$ cat src/rtl/t_ff_updown_counter_if.sv
// Purpose: bundles the control inputs and count outputs of t_ff_updown_counter.
// Ports:   master drives en/up/load/d and observes q/t/tc/err; slave is the counter side.
// Latency: none (wiring only).
interface t_ff_updown_counter_if #(
  parameter int WIDTH = 4
) ();
  logic             en;
  logic             up;
  logic             load;
  logic [WIDTH-1:0] d;
  logic [WIDTH-1:0] q;
  logic [WIDTH-1:0] t;
  logic             tc;
  logic             err;

  modport master (
    output en, up, load, d,
    input  q, t, tc, err
  );

  modport slave (
    input  en, up, load, d,
    output q, t, tc, err
  );
endinterface

$ cat src/rtl/t_ff_updown_counter.sv
// Purpose: modulo-MOD up/down counter whose next state comes from per-bit T flip-flop toggle terms.
// Ports:   clk, rst (sync, active-low); bus.slave carries en/up/load/d in and q/t/tc/err out.
// Latency: q/err one clk after en/load are sampled; t and tc are same-cycle combinational.
module t_ff_updown_counter #(
  parameter int WIDTH = 4,
  parameter int MOD   = 16
) (
  input  logic                   clk,
  input  logic                   rst,
  t_ff_updown_counter_if.slave   bus
);

  // The modulus may equal 2**WIDTH, so the range compare needs one extra bit.
  localparam logic [WIDTH:0]   MOD_W = (WIDTH + 1)'(MOD);
  localparam logic [WIDTH-1:0] MAX_Q = WIDTH'(MOD - 1);

  logic [WIDTH-1:0] q_r;
  logic             err_r;
  logic [WIDTH-1:0] tog;
  logic [WIDTH-1:0] count_next;
  logic [WIDTH-1:0] load_val;
  logic [WIDTH-1:0] q_next;
  logic             all_ones;
  logic             all_zeros;
  logic             wrap_up;
  logic             wrap_dn;
  logic             load_ok;

  // Classic T flip-flop counter terms: bit i toggles when every lower bit is
  // 1 (counting up) or 0 (counting down). Bit 0 always toggles.
  always_comb begin
    tog       = '0;
    tog[0]    = 1'b1;
    all_ones  = 1'b1;
    all_zeros = 1'b1;
    for (int i = 1; i < WIDTH; i++) begin
      all_ones  = all_ones & q_r[i-1];
      all_zeros = all_zeros & ~q_r[i-1];
      tog[i]    = bus.up ? all_ones : all_zeros;
    end
  end

  assign wrap_up = bus.up & (q_r == MAX_Q);
  assign wrap_dn = ~bus.up & (q_r == '0);

  // For a full binary modulus the wrap values coincide with the toggle
  // result; for a truncated modulus they override it.
  always_comb begin
    count_next = q_r ^ tog;
    if (wrap_up) begin
      count_next = '0;
    end else if (wrap_dn) begin
      count_next = MAX_Q;
    end
  end

  assign load_ok  = ({1'b0, bus.d} < MOD_W);
  assign load_val = load_ok ? bus.d : MAX_Q;

  always_comb begin
    q_next = q_r;
    if (bus.load) begin
      q_next = load_val;
    end else if (bus.en) begin
      q_next = count_next;
    end
  end

  always_ff @(posedge clk) begin
    if (!rst) begin
      q_r   <= '0;
      err_r <= 1'b0;
    end else begin
      q_r   <= q_next;
      err_r <= bus.load & ~load_ok;
    end
  end

  // t is the change actually applied by a count step, so it includes the
  // wrap override; loads and holds report no toggle.
  assign bus.t   = (bus.load | ~bus.en) ? '0 : (q_r ^ count_next);
  assign bus.tc  = bus.en & ~bus.load & (wrap_up | wrap_dn);
  assign bus.q   = q_r;
  assign bus.err = err_r;

endmodule

$ cat src/flat_wrapper.sv
// flat-port wrapper written by rule: the top's interface ports become plain ports
module t_ff_updown_counter_flat 
#(
  parameter int WIDTH = 4,
  parameter int MOD   = 16
)
  (clk, rst, bus_en, bus_up, bus_load, bus_d, bus_q, bus_t, bus_tc, bus_err);
  t_ff_updown_counter_if #(.WIDTH(WIDTH)) bus_i ();
  input  logic clk;
  input  logic rst;
  input wire logic [$bits(bus_i.en)-1:0] bus_en;
  input wire logic [$bits(bus_i.up)-1:0] bus_up;
  input wire logic [$bits(bus_i.load)-1:0] bus_load;
  input wire logic [$bits(bus_i.d)-1:0] bus_d;
  output wire logic [$bits(bus_i.q)-1:0] bus_q;
  output wire logic [$bits(bus_i.t)-1:0] bus_t;
  output wire logic [$bits(bus_i.tc)-1:0] bus_tc;
  output wire logic [$bits(bus_i.err)-1:0] bus_err;
  assign bus_i.en = bus_en;
  assign bus_i.up = bus_up;
  assign bus_i.load = bus_load;
  assign bus_i.d = bus_d;
  assign bus_q = bus_i.q;
  assign bus_t = bus_i.t;
  assign bus_tc = bus_i.tc;
  assign bus_err = bus_i.err;
  t_ff_updown_counter #(.WIDTH(WIDTH), .MOD(MOD)) u_core (.clk(clk), .rst(rst), .bus(bus_i));
endmodule
$ cat config.mk
export PLATFORM = sky130hd
export DESIGN_NAME = t_ff_updown_counter_flat
export DESIGN_NICKNAME = d
export VERILOG_FILES = /design/src/rtl/t_ff_updown_counter_if.sv /design/src/rtl/t_ff_updown_counter.sv /design/src/flat_wrapper.sv
export SDC_FILE = /design/constraint.sdc
export NUM_CORES = 1
export LEC_CHECK = 0
export CAP_MARGIN = 20
export CELL_PAD_IN_SITES_DETAIL_PLACEMENT = 0
export CELL_PAD_IN_SITES_GLOBAL_PLACEMENT = 1
export CORE_MARGIN = 10
export CORE_UTILIZATION = 25
export DETAILED_ROUTE_END_ITERATION = 8
export PLACE_DENSITY_LB_ADDON = 0.1
export SLEW_MARGIN = 0
export SYNTH_ARGS = -nofsm -noshare
export SYNTH_HDL_FRONTEND = slang
export SYNTH_SLANG_ARGS = --single-unit
$ cat constraint.sdc
create_clock -name clk -period 4.6 [get_ports clk]
set_clock_uncertainty 0.15 [all_clocks]
set_input_delay 0.69 -clock clk [delete_from_list [all_inputs] [get_ports clk]]
set_output_delay 0.69 -clock clk [all_outputs]
set_load 0.03 [all_outputs]
# Yosys cells after proc, flatten, opt, wreduce, memory -nomap -nowiden
# Cells that the tools add are included.
[classes]
bitwise = 18
n_reduce_logical = 2
eq_ne = 1
muxes = 8
[ops]
columns = ["cell", "count"]
rows = [
  ["two-way mux 4 bit", 5],
  ["bitwise AND 1 bit", 8],
  ["bitwise XOR 4 bit", 2],
  ["inverter 1 bit", 6],
  ["equality test 4 bit, second input constant", 1],
  ["logical NOT 4 bit", 1],
  ["two-way mux 1 bit", 3],
  ["OR 1 bit", 2],
  ["nonzero test 2 bit", 1],
]
[word_totals]
reg_bits = 4

# Depth between registers and ports, before layout
[logic_depth]
word_depth = 9
depth_mapped = 4
depth_no_buf = 3

# Least setup slack after synthesis
# Ideal clock, no wire load.
[synth_timing]
path_kind = "input to output"
from = "input port bus_up"
to = "output port bus_t[2]"
cell_stages = 2
arrival_ns = 1.608
slack_ns = 2.152
path_buffers = 0
path_cell_list = "or3_2 -> a21oi_1"
[synth_between]
elab_chain_len = 6
elab_cells_between_ends = 9
cone_classes = "4 x mux; 5 x bitwise"
[synth_lines]
columns = ["item", "line_no", "rtl"]
rows = [
  ["from (decl)", "flat_wrapper.sv:12", "input wire logic [$bits(bus_i.up)-1:0] bus_up;"],
  ["two-way mux 1 bit or inverter 1 bit (tied branches)", "t_ff_updown_counter.sv:39, t_ff_updown_counter.sv:44", ""],
  ["bitwise XOR 4 bit or bitwise AND 1 bit (tied branches)", "t_ff_updown_counter.sv:49, t_ff_updown_counter.sv:44", ""],
  ["two-way mux 4 bit", "t_ff_updown_counter.sv:52", "end else if (wrap_dn) begin"],
  ["two-way mux 4 bit *", "t_ff_updown_counter.sv:50", "if (wrap_up) begin"],
  ["bitwise XOR 4 bit *", "t_ff_updown_counter.sv:81", "assign bus.t = (bus.load | ~bus.en) ? '0 : (q_r ^ count_next);"],
  ["two-way mux 4 bit *", "t_ff_updown_counter.sv:81", ""],
  ["to (decl)", "flat_wrapper.sv:16", "output wire logic [$bits(bus_i.t)-1:0] bus_t;"],
]
# Mark *: on every way between the ends. The rest lies on a longest branch, timed or not.

# Worst setup path after layout
[layout_timing]
from = "input port bus_up"
to = "output port bus_tc"
[layout_between]
elab_chain_len = 4
elab_cells_between_ends = 5
cone_classes = "5 x bitwise"
[layout_lines]
columns = ["item", "line_no", "rtl"]
rows = [
  ["inverter 1 bit", "t_ff_updown_counter.sv:44", "assign wrap_dn = ~bus.up & (q_r == '0);"],
  ["bitwise AND 1 bit", "t_ff_updown_counter.sv:44", ""],
  ["OR 1 bit *", "t_ff_updown_counter.sv:82", "assign bus.tc = bus.en & ~bus.load & (wrap_up | wrap_dn);"],
  ["bitwise AND 1 bit *", "t_ff_updown_counter.sv:82", ""],
  ["to (decl)", "flat_wrapper.sv:17", "output wire logic [$bits(bus_i.tc)-1:0] bus_tc;"],
]
# Marked as above.

==> out/summary.txt <==
top cells by area, synth = dfxtp_1 (25%), o21ai_0 (4.6%), nor2_1 (4.6%)
cell count after synthesis = 42
P&R area growth vs syn = 58.6%
dpl hpwl = 801 um
total placed cells including tap cells = 71
RSZ-0062 raised after global routing = no
sw frac = 32.7%
WS Path Type = in -> out
Max clock buf depth = 2
clk slew on worst S/H paths = 0.04 ns
Max Slew Vio Count = 0
ys async rst share = 0%
Setup crit end kind = output port
Cell variety after synth = 27
Initial Util = 27.9%
hold-fix buffers at CTS = 0
sequential area share after synthesis = 24.5%
1st-iter DRT viols = 4
drt first pass iters = 4
critical path startpoint = bus_up
dominant synthesized flop cell = dfxtp_1
antenna fix cells = 0
Pint = 0.0895 mW
Die X = 56.1 um
Skew-Pair Late Insertion Delay = 0.24 ns
antenna viol nets, final = 0
vias = 374
reg2reg start = u_core.bus.q[0]
cell area after layout = 518 um2
Flop pwr share = 32.6%
Post-synth EDFFs = 0
Synth Warn # = 0
Ports = 19
Max Cap Viol = 0
Slew Limit Headroom = 66.0%
Routed WL = 989 um
most used cell, CP = clkdlybuf4s50_1
TNS Setup = 0 ns
CTS Sinks = 4
Leakage = 0.212 nW
post-synth top area cell = dfxtp_1
H-tree depth = 1
CTS tree = yes
Slew @ Worst Pin = 0.505 ns
Synthesized Nets = 51
# setup viols final = 0
Die Span Y = 56.1 um
IR drop worst, VDD = 0.0939 mV
DRC = 0
Clock power frac = 33.1%
vias per inst = 5.05
# port buffers = 17
status = finished, final reports clean
Seq cells post-synth = 4
# rows = 12
f_max = 294 MHz
Yosys top cell area share = 24.5%
initial antenna violation count = 0
Worst path max stage delay = 0.68 ns
CP max stage cell = clkdlybuf4s50_1
data arrival time of the critical path = 2.57 ns
Final period util = 74.0%
CTS Root Cell = clkbuf_4
worst-path cell chain = clkdlybuf4s50_1, nor4_1, mux2i_1, nor2_1, clkdlybuf4s50_1
remaining global-route overflow = 0
Synth top cells by count = dfxtp_1 (4), nor2_1 (4), inv_1 (3), o21ai_0 (3)
CORE AREA = 1170 um2
Placer Congestion = 0.777
first-pass GRT wire length = 1630 um
crit start category = input port
Fillers = 120
Post-CTS Setup Inserts = 0
layout net count = 71
vias in the first global route = 356
total CTS buffers = 3
routed wire length per instance = 13.4 um
worst-path fanout max = 7
share of post-route cells with drive strength above 1 = 10.0%
largest net degree at the start of global routing = 10
Comb power frac = 34.3%
die area = 3150 um2
DP Area = 495 um2
sw power = 0.0435 mW
Hold Path Class = reg -> reg
final-report hold violation count = 0
minimum clock period after layout = 3.41 ns
Mapped Area = 327 um2
Layout Cells excl Fill = 74
max reg flops = 4
post-CTS sizing = 0
hold_sp = u_core.bus.q[3]
average instance area after synthesis = 7.78 um2
Power Density = 257 nW/um2
worst path required time = 3.76 ns
GRT Util Overall = 6.36%
## worst max-delay path, delay by kind of cell
family,cells,cell delay (ns)
muxes,1,0.14
buffers and inverters,2,1.20
and+or+nand+nor,2,0.53
## logic make-up (layout without fill, tap and decap cells)
kind of cell	after synthesis	in the layout	synth area share, %
muxes	1	1	3.07
buffers and inverters	5	23	9.20
other	1	1	1.15
DFF	4	4	24.5
xor gates and xnor gates	2	2	5.36
AOI/OAI and AO/OA	9	9	18.4
and+or+nand+nor	20	20	38.3
## cell type report
type | instances | area [um2] | share of cell area (%)
multi-input cells | 33 | 216 | 41.8
repair buffers | 17 | 170 | 32.9
flip-flops and latches | 4 | 80.1 | 15.5
clock buffers | 3 | 22.5 | 4.35
well taps | 14 | 17.5 | 3.38
inverters | 3 | 11.3 | 2.17
## power groups by stage
stage | Clock [mW] | Combinational, mW | Sequential, mW
4_1_cts | 0.0460 | 0.0464 | 0.0432
5_1_grt | 0.0484 | 0.0495 | 0.0439
3_3_place_gp | 0 | 0.0456 | 0.0435
3_5_place_dp | 0 | 0.0461 | 0.0437
2_1_floorplan | 0 | 0.0222 | 0.0477
6_report | 0.0440 | 0.0456 | 0.0433
## placed cells by master (no fill, tap or decap), types with 2 or more instances in the layout
master	Yosys	layout
or3_1	2	2
nor2_1	4	4
and3_1	2	2
clkdlybuf4s50_1	0	17
inv_1	3	3
clkbuf_4	0	3
a21oi_1	2	2
dfxtp_1	4	4
nand3_1	2	2
nand2_1	2	2
o21ai_0	3	3
## routing by layer
layer | share of wire, % | GRT usage, % | wire [um]
met3 | 13 | 5.01 | 132
met4 | 0 | 4.10 | 0
met1 | 44 | 6.67 | 438
met2 | 42 | 8.50 | 417
met5 | 0 | 0 | 0
## per-stage QoR
stage	power, mW	hold WS, ns	util, %	setup slack (ns)
2_1_floorplan	0.0699	0.537	-	2.15
3_3_place_gp	0.0891	0.439	42.3	1.27
3_5_place_dp	0.0898	0.468	42.3	1.19
4_1_cts	0.136	0.474	44.2	1.16
5_1_grt	0.142	0.517	44.2	1.05
6_report	0.133	0.472	44.2	1.19
## path summary, 6_finish.rpt
| check | to | slack (ns) | cells after the start |
|---|---|---|---|
| worst max-delay path | bus_tc | 1.19 | 5 |
| worst min-delay path | u_core.bus.q[3] | 0.47 | 2 |
| worst max register to register | u_core.bus.q[2] | 2.93 | 3 |
| worst min register to register | u_core.bus.q[3] | 0.47 | 2 |
(Power assumes the default switching activity.)
